**src/rtl/rope_speed_pkg.sv**
```systemverilog
// Shared types, widths and speed-window constants for the rope speed scheduler.
// Pure declarations and helpers; no timing of its own.
// No flow control here; window helpers are pure functions of rope index.
package rope_speed_pkg;

    localparam int ROPES_DEF       = 6;
    localparam int LEFT_ROPES_DEF  = 3;
    localparam int RND_LATENCY_DEF = 1;
    localparam int MAX_RETRY_DEF   = 3;

    localparam int SPEED_BITS = 7;
    localparam int BASE_MIN   = 45;
    localparam int BASE_MAX   = 70;
    localparam int STEP       = 7;

    typedef enum logic [2:0] {
        IDLE,
        TRIG,
        WAIT,
        CHECK,
        DELIVER
    } state_t;

    // Left ropes share the base minimum; right ropes raise it one step per rope.
    function automatic logic [SPEED_BITS-1:0] rope_min(input int i, input int left_ropes);
        int v;
        v = (i < left_ropes) ? BASE_MIN : BASE_MIN + STEP * (i - left_ropes);
        return v[SPEED_BITS-1:0];
    endfunction

    // Left ropes widen the maximum one step per rope; right ropes share the base maximum.
    function automatic logic [SPEED_BITS-1:0] rope_max(input int i, input int left_ropes);
        int v;
        v = (i < left_ropes) ? BASE_MAX + STEP * i : BASE_MAX;
        return v[SPEED_BITS-1:0];
    endfunction

endpackage

```
**src/rtl/rope_speed_scheduler_picker.sv**
```systemverilog
// Round-robin first-set finder over the pending rope mask.
// Purely combinational, zero latency.
// No backpressure; found=0 when nothing is pending.
module rope_rr_picker #(
    parameter int ROPES = 6,
    parameter int IW    = 3
) (
    input  logic [ROPES-1:0] pending,
    input  logic [IW-1:0]    rr_ptr,
    output logic             found,
    output logic [IW-1:0]    idx
);

    logic          hit_hi;
    logic [IW-1:0] idx_hi;
    logic          hit_lo;
    logic [IW-1:0] idx_lo;

    // Lowest set bit at or after the pointer wins; otherwise wrap to the lowest set bit overall.
    always_comb begin
        hit_hi = 1'b0;
        idx_hi = '0;
        hit_lo = 1'b0;
        idx_lo = '0;
        // Descending scan so the lowest qualifying index is the last one written.
        for (int i = ROPES - 1; i >= 0; i--) begin
            if (pending[i] && (IW'(i) >= rr_ptr)) begin
                hit_hi = 1'b1;
                idx_hi = IW'(i);
            end
            if (pending[i]) begin
                hit_lo = 1'b1;
                idx_lo = IW'(i);
            end
        end
        found = hit_hi | hit_lo;
        idx   = hit_hi ? idx_hi : idx_lo;
    end

endmodule

```
**src/rtl/rope_speed_scheduler.sv**
```systemverilog
// Shares one random source among rope requesters: round-robin grant, draw, window check, deliver.
// req pulse -> rnd_trigger 2 cycles later -> speed_valid RND_LATENCY+4 cycles after req; +RND_LATENCY+2 per retry.
// No backpressure on outputs; requests are held in a pending mask, new grants gated by enable.
module rope_speed_scheduler
    import rope_speed_pkg::*;
#(
    parameter int  ROPES       = ROPES_DEF,
    parameter int  LEFT_ROPES  = LEFT_ROPES_DEF,
    parameter int  RND_LATENCY = RND_LATENCY_DEF,
    parameter int  MAX_RETRY   = MAX_RETRY_DEF,
    localparam int IW          = (ROPES > 1) ? $clog2(ROPES) : 1,
    localparam int CW          = $clog2(RND_LATENCY + 2),
    localparam int RW          = $clog2(MAX_RETRY + 2)
) (
    input  logic                        clk,
    input  logic                        reset,
    input  logic                        enable,
    input  logic [ROPES-1:0]            req,
    input  logic [SPEED_BITS-1:0]       rnd_in,
    output logic                        rnd_trigger,
    output logic                        speed_valid,
    output logic [SPEED_BITS-1:0]       speed_out,
    output logic [IW-1:0]               speed_rope,
    output logic                        busy,
    output logic [ROPES*SPEED_BITS-1:0] rope_speed
);

    state_t                             state_q;
    logic [ROPES-1:0]                   pending_q;
    logic [ROPES-1:0]                   pending_d;
    logic [ROPES-1:0]                   served;
    logic [IW-1:0]                      rr_ptr_q;
    logic [IW-1:0]                      idx_q;
    logic [RW-1:0]                      retry_q;
    logic [CW-1:0]                      wait_q;
    logic [SPEED_BITS-1:0]              sample_q;
    logic                               rnd_trigger_q;
    logic                               speed_valid_q;
    logic [SPEED_BITS-1:0]              speed_out_q;
    logic [IW-1:0]                      speed_rope_q;
    logic [ROPES-1:0][SPEED_BITS-1:0]   rope_speed_q;

    logic                               pick_found;
    logic [IW-1:0]                      pick_idx;
    logic [SPEED_BITS-1:0]              win_min;
    logic [SPEED_BITS-1:0]              win_max;
    logic                               in_win;
    logic [SPEED_BITS-1:0]              deliver_speed;

    rope_rr_picker #(
        .ROPES (ROPES),
        .IW    (IW)
    ) u_picker (
        .pending (pending_q),
        .rr_ptr  (rr_ptr_q),
        .found   (pick_found),
        .idx     (pick_idx)
    );

    // Pending update: the rope being delivered is cleared, but a fresh req in that cycle re-queues it.
    always_comb begin
        served = '0;
        for (int i = 0; i < ROPES; i++) begin
            if ((state_q == DELIVER) && (idx_q == IW'(i))) begin
                served[i] = 1'b1;
            end
        end
        pending_d = (pending_q & ~served) | req;
    end

    // Window of the granted rope and the speed to deliver (sample if inside, nearest bound otherwise).
    always_comb begin
        win_min = rope_min(int'(idx_q), LEFT_ROPES);
        win_max = rope_max(int'(idx_q), LEFT_ROPES);
        in_win  = (sample_q >= win_min) && (sample_q <= win_max);
        if (in_win) begin
            deliver_speed = sample_q;
        end else if (sample_q < win_min) begin
            deliver_speed = win_min;
        end else begin
            deliver_speed = win_max;
        end
    end

    // Pending request mask.
    always_ff @(posedge clk) begin
        if (reset) begin
            pending_q <= '0;
        end else begin
            pending_q <= pending_d;
        end
    end

    // Grant/draw/check/deliver sequencer with registered strobes and speed table.
    always_ff @(posedge clk) begin
        if (reset) begin
            state_q       <= IDLE;
            rr_ptr_q      <= '0;
            idx_q         <= '0;
            retry_q       <= '0;
            wait_q        <= '0;
            sample_q      <= '0;
            rnd_trigger_q <= 1'b0;
            speed_valid_q <= 1'b0;
            speed_out_q   <= '0;
            speed_rope_q  <= '0;
            for (int i = 0; i < ROPES; i++) begin
                rope_speed_q[i] <= rope_min(i, LEFT_ROPES);
            end
        end else begin
            rnd_trigger_q <= 1'b0;
            speed_valid_q <= 1'b0;
            case (state_q)
                IDLE: begin
                    if (enable && pick_found) begin
                        idx_q         <= pick_idx;
                        retry_q       <= '0;
                        rnd_trigger_q <= 1'b1;
                        state_q       <= TRIG;
                    end
                end
                TRIG: begin
                    wait_q  <= CW'(RND_LATENCY);
                    state_q <= WAIT;
                end
                WAIT: begin
                    wait_q <= wait_q - 1'b1;
                    // Counter about to hit zero: the source output is valid this cycle.
                    if (wait_q == CW'(1)) begin
                        sample_q <= rnd_in;
                        state_q  <= CHECK;
                    end
                end
                CHECK: begin
                    if (in_win || (retry_q == RW'(MAX_RETRY))) begin
                        speed_valid_q <= 1'b1;
                        speed_out_q   <= deliver_speed;
                        speed_rope_q  <= idx_q;
                        for (int i = 0; i < ROPES; i++) begin
                            if (idx_q == IW'(i)) begin
                                rope_speed_q[i] <= deliver_speed;
                            end
                        end
                        state_q <= DELIVER;
                    end else begin
                        retry_q       <= retry_q + 1'b1;
                        rnd_trigger_q <= 1'b1;
                        state_q       <= TRIG;
                    end
                end
                DELIVER: begin
                    rr_ptr_q <= (idx_q == IW'(ROPES - 1)) ? '0 : idx_q + 1'b1;
                    state_q  <= IDLE;
                end
                default: begin
                    state_q <= IDLE;
                end
            endcase
        end
    end

    assign rnd_trigger = rnd_trigger_q;
    assign speed_valid = speed_valid_q;
    assign speed_out   = speed_out_q;
    assign speed_rope  = speed_rope_q;
    assign busy        = (state_q != IDLE);
    assign rope_speed  = rope_speed_q;

endmodule

```
**config.mk**
```make
export PLATFORM = sky130hd
export DESIGN_NAME = rope_speed_scheduler
export DESIGN_NICKNAME = d
export VERILOG_FILES = /design/src/rtl/rope_speed_pkg.sv /design/src/rtl/rope_speed_scheduler_picker.sv /design/src/rtl/rope_speed_scheduler.sv
export SDC_FILE = /design/constraint.sdc
export NUM_CORES = 1
export LEC_CHECK = 0
export ABC_AREA = 1
export CORE_ASPECT_RATIO = 1.1
export CORE_UTILIZATION = 54
export DETAILED_ROUTE_END_ITERATION = 6
export PLACE_DENSITY = 0.84
export SLEW_MARGIN = 20
export SYNTH_ARGS = -nofsm -noshare
export SYNTH_HDL_FRONTEND = slang
export SYNTH_HIERARCHICAL = 1
export SYNTH_SLANG_ARGS = --single-unit
```
**constraint.sdc**
```tcl
create_clock -name clk -period 6.21 [get_ports clk]
set_clock_uncertainty 0.2 [all_clocks]
set_input_delay 1.242 -clock clk [delete_from_list [all_inputs] [get_ports clk]]
set_output_delay 1.242 -clock clk [all_outputs]
set_load 0.01 [all_outputs]
```
Yosys cells after proc, flatten, opt, wreduce, memory -nomap -nowiden
Index checks and enable logic that the tools add are counted.
{"block": "word_totals", "out_inout_bits": 55, "regBits": 81}
{"block": "op_classes", "n_eq_ne": 14, "mux": 48, "n_mul": 2, "addsub": 6, "n_lt_le_gt_ge": 10, "n_bitwise": 5, "n_reduce_logical": 32}
{"cell": "$mux W3", "count": 19}
{"cell": "$mux W7", "count": 4}
{"cell": "$mux W1", "count": 21}
{"cell": "$reduce_and A3 Y1", "count": 7}
{"cell": "$eq A3 B2 Y1 const B", "count": 5}
{"cell": "$logic_and A1 B1 Y1", "count": 14}
{"cell": "$pmux W3 S4", "count": 1}
{"cell": "$eq A3 B3 Y1 const B", "count": 3}
{"cell": "$reduce_and A2 Y1", "count": 4}
{"cell": "$add A7 B6 Y7 const A", "count": 1}
{"cell": "$add A7 B7 Y7 const A", "count": 1}
{"cell": "$ge A7 B7 Y1", "count": 1}
{"cell": "$le A7 B7 Y1", "count": 1}
{"cell": "$lt A7 B7 Y1", "count": 1}
{"cell": "$mul A4 B4 Y7 const A", "count": 1}
{"cell": "$add A3 B1 Y3 const B", "count": 2}
{"cell": "$and A6 B6 Y6", "count": 1}
{"cell": "$eq A3 B1 Y1 const B", "count": 2}
{"cell": "$ge A1 B3 Y1 const A", "count": 2}
{"cell": "$ge A2 B3 Y1 const A", "count": 2}
{"cell": "$ge A3 B3 Y1 const A", "count": 2}
{"cell": "$logic_not A3 Y1", "count": 2}
{"cell": "$mul A3 B3 Y6 const A", "count": 1}
{"cell": "$ne A2 B2 Y1 const B", "count": 3}
{"cell": "other kinds (15)", "count": 16}

Logic depth before layout (Yosys ltp)
{"block": "logic_depth", "word_depth": 12, "mapped_depth": 27, "ltp_nobuf": 27}

Cells and area by module
Netlist, hierarchy kept.
{"mod": "rope_speed_scheduler", "instances": 1, "cells_each": 599, "area_each_um2": 4300.4}
{"mod": "rope_rr_picker", "instances": 1, "cells_each": 43, "area_each_um2": 191.4}

Worst setup path after synthesis
OpenSTA, ideal clock, no wires.
{"block": "synth_timing", "kind": "flip-flop to flip-flop", "start": "reg idx_q[0]", "end": "reg rope_speed_q (netlist bit rope_speed[16])", "t_required_ps": 5876, "synth_period_minus_slack_ps": 4443, "path_buffers": 1, "arrival_time_ps": 4110, "path_slack_ps": 1767, "setup_time_ps": 134, "stages_incl_launch_ff": 26, "cell_sequence": "dfxtp_1 > inv_1 > ha_1 > inv_1 > ha_1 > fa_1 > inv_1 > ha_1 > nand2_1 > inv_1 > a21oi_1 > nand2_1 > nand2_1 > nand3_1 > ha_1 > nand2_2 > inv_1 > a21oi_4 > nand3_4 > nand2_8 > buf_12 > nand2_1 > nand2_1 > inv_1 > nand2_1 > nand3_1"}
{"block": "synth_between", "elab_chain_len": 8}
{"item": "start: declaration", "line": "rope_speed_scheduler.sv:33", "rtl": "logic [IW-1:0] idx_q;"}
{"item": "start signal: assignment", "line": "rope_speed_scheduler.sv:116", "rtl": "idx_q <= pick_idx;"}
{"item": "$sub A3 B2 Y4", "line": "rope_speed_pkg.sv:27", "rtl": "v = (i < left_ropes) ? BASE_MIN : BASE_MIN + STEP * (i - left_ropes);"}
{"item": "$mul A4 B4 Y7", "line": "rope_speed_pkg.sv:27"}
{"item": "$add A7 B7 Y7", "line": "rope_speed_pkg.sv:27"}
{"item": "$mux W7", "line": "rope_speed_pkg.sv:27"}
{"item": "$ge A7 B7 Y1", "line": "rope_speed_scheduler.sv:75", "rtl": "in_win = (sample_q >= win_min) && (sample_q <= win_max);"}
{"item": "$logic_and A1 B1 Y1", "line": "rope_speed_scheduler.sv:75"}
{"item": "$logic_or A1 B1 Y1", "line": "rope_speed_scheduler.sv:135", "rtl": "if (in_win || (retry_q == RW'(MAX_RETRY))) begin"}
{"item": "$reduce_and A3 Y1 (no source line)"}
{"item": "end signal: indexed assignment", "line": "rope_speed_scheduler.sv:108", "rtl": "rope_speed_q[i] <= rope_min(i, LEFT_ROPES);"}
{"item": "end signal: indexed assignment", "line": "rope_speed_scheduler.sv:141", "rtl": "rope_speed_q[i] <= deliver_speed;"}
{"item": "end: declaration", "line": "rope_speed_scheduler.sv:41", "rtl": "logic [ROPES-1:0][SPEED_BITS-1:0] rope_speed_q;"}
Parallel ways exist; a longest one is shown, timed or not.
A chain may end at the register's enable or synchronous reset.

Worst setup path after layout
{"block": "layout_timing", "start": "reg idx_q[0]", "end": "reg rope_speed_q (netlist bit rope_speed[2])"}
Same word-level chain as after synthesis.

==> metrics <==
syn nets approximately 700; hold_sp retry_q[2]; maximum VDD drop 0.000151 V; RSZ-0062 raised after global routing no; Clock power frac between 20 and 30%; #FFs+latches synth 81; Clock Sinks 81; critical path startpoint category flip-flop; fillers 699; H-tree depth 3; max_cap viols 0; pin count of the biggest net entering global routing 64; pwr/cell area about 240 mW/mm2; I/O pins 71; Clk Latency, worst-skew pair 370 ps; # resized after CTS 0; FF/Latch Area 0.00162 mm2; worst slack, placed roughly 1300 ps; die area between 0.008 and 0.009 mm2; share of post-route cells with drive strength above 1 around 6.3%; sequential share of power between 40 and 50%; first-pass GRT wire length between 15000 and 20000 um; Mapped Area around 0.0045 mm2; CTS max path bufs 2; Placed Cells roughly 810; final worst-path cycle share roughly four fifths; Worst Tran Pin Value between 1000 and 1500 ps; sw power 0.000477 W; Total Routing Usage GR 27.7%; R2R Path Start idx_q[0]; vias approximately 4200; Worst Setup End Kind flip-flop; multi-input combinational cell area between 0.002 and 0.0025 mm2; Initial DRC Count roughly 210; Tightest Hold Check Type reg2reg; vias in the first global route ~4100; CTS clk-pin slew, worst paths 90 ps; non-filler cells, final 822; FF-to-FF setup slack 1200 ps; Setup Fix Bufs, Post-CTS 0; FP Rows 34; Yosys warnings 6; ANT nets after route 0; core box area ~0.008 mm2; Die Y-Extent just under 100 um; Min Hold Slack 278 ps; clock root cell clkbuf_8; global route total overflow 0; min Tclk post-route around 5000 ps; fin worst setup slack about 1200 ps; Syn Inst Count 642; status finished clean; Comb pwr share approximately 29%; Final nets about 760; Worst slew margin ~33%; Post-Route WL between 10000 and 15000 um; Net Sw Frac 36.7%; fraction of registers with async set/reset 0%; Residual DRC 0; Mapped Avg Cell Area ~7 um2; Initial Util between 50% and 60%; CP Class reg2reg; Setup-failing EPs final 0; Area growth, synth to finish 21.0%; Avg WL per Cell roughly 14 um; DR vias/cell approximately 5.1; fmax 0.199 GHz; TNS Setup 0 ps; hold path depth 2; Static Leakage about 2.6 nW; Worst Setup SP idx_q[0]; Worst Path Required a little over 6000 ps; Post-synth EDFFs 0; first drt pass iteration count 5; reg2reg end rope_speed[2]; chip width 89.0 um; ys flop type dfxtp_1; synth unique cells 35; fin. max-slew vios 0; post-synthesis sequential area ratio ~36%; CP max FO 17; initial antenna violation count 0; r2r worst-path depth 24; Hold Buf Count CTS 0; Hold Path Sink retry_q[2]; I/O Buffers 70; Final Wtd Congestion 0.896; HPWL after DPL between 8000 and 9000 um; ANT cells 0; Final Hold Viols 0; CTS buffer count 9; CTS tree yes; Worst EP arrival around 5000 ps; Int Power slightly above 0.0008 W
-- synth_stat cells, types with 2 or more instances --
cell | number | area (um2)
dfxtp_1 | 81 | 1620
nand3_4 | 2 | 35.0
nand2_8 | 3 | 60.1
buf_1 | 3 | 11.3
a21oi_4 | 2 | 32.5
nor2_1 | 77 | 289
fa_1 | 2 | 40.0
inv_1 | 86 | 323
nand3_2 | 7 | 70.1
a21boi_0 | 2 | 15.0
ha_1 | 37 | 463
nor2_2 | 3 | 18.8
o21ai_0 | 19 | 95.1
nand2_2 | 6 | 37.5
a21oi_1 | 33 | 165
nand3b_1 | 6 | 45.0
nand2_1 | 195 | 732
clkbuf_1 | 8 | 30.0
nand3_1 | 54 | 270
-- final cells by class --
class,instances,share of cell area [%]
clock buffer,10,2.53
inverter,87,6.01
tap,108,2.49
sequential,81,29.8
clock inverter,6,0.898
multi-input combinational,460,45.3
timing repair buffer,70,12.9
-- how the worst max path moves through the flow --
stage | to | slack, ps
after global routing | rope_speed[16] | 850
final | rope_speed[2] | 1200
after floorplan | rope_speed[16] | 1770
after global placement | rope_speed[14] | 1490
after CTS | rope_speed[2] | 1220
after detailed placement | rope_speed[5] | 1270
-- logic make-up after synthesis --
kind of cell | after synthesis | share of synthesized area, %
AOI/OAI and AO/OA | 61 | 7.66
xor gates and xnor gates | 1 | 0.195
adders and majority gates | 39 | 11.2
buffers and inverters | 101 | 9.05
DFF | 81 | 36.1
other | 1 | 0.0835
and+or+nand+nor | 358 | 35.7
-- power by group through the flow --
| stage | clock (W) | combinational (W) | sequential, W |
|---|---|---|---|
| 2_1_floorplan | 0 | 0.000267 | 0.000563 |
| 3_3_place_gp | 0 | 0.000346 | 0.000566 |
| 3_5_place_dp | 0 | 0.000364 | 0.000567 |
| 4_1_cts | 0.000377 | 0.000368 | 0.000555 |
| 5_1_grt | 0.000399 | 0.000417 | 0.000558 |
| 6_report | 0.000374 | 0.000372 | 0.000555 |
-- placed cells by master, fill, tap and decap left out, drive strengths merged --
cell type	instances
nand2	205
inv	90
dfxtp	81
nor2	81
clkdlybuf4s50	70
nand3	63
ha	37
a21oi	36
o21ai	21
clkbuf	10
nand3b	6
a21boi	2
fa	2
clkinvlp	2
o211ai	1
xnor2	1
nand4	1
and3	1
conb	1
clkinv	1
a31oi	1
nor3	1
-- metal layers --
layer	track usage (%)	wire length, um
met5	0	0
met1	33.7	4950
met4	10.3	267
met2	47.5	5570
met3	5.52	510
-- state kept, by name (all words and copies together) (netlist names) --
| signal | flops |
|---|---|
| rnd_trigger | 1 |
| rope_speed | 42 |
| retry_q | 3 |
| speed_valid | 1 |
| wait_q | 2 |
| speed_rope | 3 |
| state_q | 3 |
| idx_q | 3 |
| speed_out | 7 |
| sample_q | 7 |
| rr_ptr_q | 3 |
| pending_q | 6 |
-- metrics by stage --
stage	cell area, um2	utilization [%]	total power (W)
finish	5430	67.9	0.00130
global route	5430	67.9	0.00137
CTS	5430	67.9	0.00130
detailed placement	5250	65.6	0.000930
global placement	5250	65.6	0.000911
floorplan	4490	-	0.000830
-- critical path, stage by stage, from the launching register on --
cell     delay, ps
dfxtp_1        530
inv_1          230
ha_1           430
inv_1          110
ha_1           330
fa_1           550
inv_1           50
ha_1           300
nand2_1         70
inv_1           30
a21oi_1        260
nand2_1         80
nand2_1         70
nand3_1         90
ha_1           320
nand2_2         90
inv_1           70
a21oi_4        220
nand3_4        160
nand2_8        180
nand2_8        100
nand2_8        140
nor2_1         100
nand2_1         80
nand3_1         70
No activity file was read; power rests on OpenSTA's default activity.
==> edit (same settings) <==
Encoding of `state_t`: now one-hot (5 bits for 5 states).
--- a/src/rtl/rope_speed_pkg.sv
+++ b/src/rtl/rope_speed_pkg.sv
@@ -13,12 +13,12 @@
     localparam int BASE_MAX   = 70;
     localparam int STEP       = 7;
 
-    typedef enum logic [2:0] {
-        IDLE,
-        TRIG,
-        WAIT,
-        CHECK,
-        DELIVER
+    typedef enum logic [4:0] {
+        IDLE    = 5'b00001,
+        TRIG    = 5'b00010,
+        WAIT    = 5'b00100,
+        CHECK   = 5'b01000,
+        DELIVER = 5'b10000
     } state_t;
 
     // Left ropes share the base minimum; right ropes raise it one step per rope.
Formal check against the unedited RTL: no difference found for any inputs over 10 cycles, from zero or initial values and one cycle with reset high; not proved beyond that.
==> edit against the unedited design <==
  * The flow now finishes with violations (design-rule violations)
  * Setup slack improved by 0.59 ns
  * Total power fell by 5.3%
  * Sequential cell count grew 2
  * Global-route usage shrank 0.33 points
  * Wire length decreased by 3.0%
  * Final area increased by 0.78%
  * Area after synthesis is 0.42% lower
  * Largest cell class unchanged
  * Largest power group unchanged
==> edit: results (changes against the unedited design) <==
[place]
routabilityCongestion=0.980  ; was 0.896

[yosys]
yosys-top-cells-count=nand2_1, dfxtp_1, inv_1  ; was nand2_1, inv_1, dfxtp_1
synth_xor_area_share_pct=1.57  ; was 0.195%
synth.area.mux_share_pct=0  ; unchanged
syn_nets=661  ; was 697
yosysUniqueCellTypes=42  ; was 35
synth.yosys.seq_area_share_pct=37.1  ; was 36.1%
post_synth_fa_ha_maj_area_fraction_pct=9.23  ; was 11.2%
synth.top_cells.by_area=dfxtp_1, nand2_1, ha_1, inv_1, nor2_1  ; unchanged

[critical_path]
cpMaxStageDelayCell=dfxtp_1  ; was fa_1
cp.arrival_ns=4.49  ; was 5.03 ns
reg2reg_slack_ns=1.79  ; was 1.20 ns
ff2ff_path_depth=22  ; was 24
worstPathMaxFanout=14  ; was 17
slowest_delay_ns=0.57  ; was 0.55 ns
cp-endpoint=rope_speed[22]$_SDFFE_PP0P_  ; was rope_speed[2]$_SDFFE_PP1P_

[routing]
drcViolationCount=2  ; was 0
met3_length_um=693  ; was 510 µm
via_count=4127  ; was 4,207
drt_iter0_markers=275  ; was 212
drt_first_pass_iters=7  ; was 5
post_drt_wl_per_cell_um=13.8  ; about the same
wl_met2_mm=5.37  ; was 5.57 mm

[cells_and_area]
fill_cells=658  ; was 699
fin_nets=729  ; was 764
largest_reg_flops=42  ; unchanged

[grt]
use_met2_pct=47.0  ; was 47.5%
gr-usage-met1_pct=33.1  ; was 33.7%
grt_pass1_vias=3929  ; was 4,090
grtUsageMet3_pct=4.08  ; was 5.52%
grt_usage_pct=27.4  ; was 27.7%
grt_pass1_wl_mm=18.3  ; was 18.6 mm

[sta]
slew_headroom_pct=58.1  ; was 33.1%
whs_ns=0.270  ; was 0.278 ns

[min_path]
holdCritStartpoint=rope_speed[20]$_SDFFE_PP0P_  ; was retry_q[2]$_SDFFE_PP0P_
hold_path_end=rope_speed[20]$_SDFFE_PP0P_  ; was retry_q[2]$_SDFFE_PP0P_

[pwr]
p_seq_mw=0.554  ; was 0.555 mW
power_leakage_nw=2.57  ; was 2.63 nW
p_int_mw=0.866  ; was 0.824 mW
ir_drop_v=0.000149  ; was 0.000151 V

[status]
status=finished, violations left  ; was completed
violations=design-rule violations

[clock_tree]
cts_max_level=3  ; unchanged

## edit: changes by cell type after synthesis, sizes merged, moves of 5 or more
cell,before,now
nand2,205,178
nor2,81,67
a21oi,36,41
nand3,63,50
o21ai,21,32
## edit: per-stage QoR
| step | power, mW | std cells | instance area, µm² | worst slack (ns) | utilization [%] |
|---|---|---|---|---|---|
| 6_report | 1.23 | 793 | 5480 | 1.79 | 68.8 |
| 3_5_place_dp | 0.786 | 777 | 5240 | 1.84 | 65.9 |
| 2_1_floorplan | 0.725 | 612 | 4470 | 2.48 | - |
| 3_3_place_gp | 0.776 | 777 | 5240 | 2.09 | 65.9 |
| 4_1_cts | 1.24 | 793 | 5480 | 1.83 | 68.8 |
| 5_1_grt | 1.29 | 793 | 5480 | 1.46 | 68.8 |
## edit: final cells by class
cell class	count	area share, %
tap	108	2.47
clock inverter	6	1.76
timing repair buffer	72	13.1
inverter	85	5.94
sequential	83	30.3
clock buffer	10	2.51
multi-input combinational	429	43.9
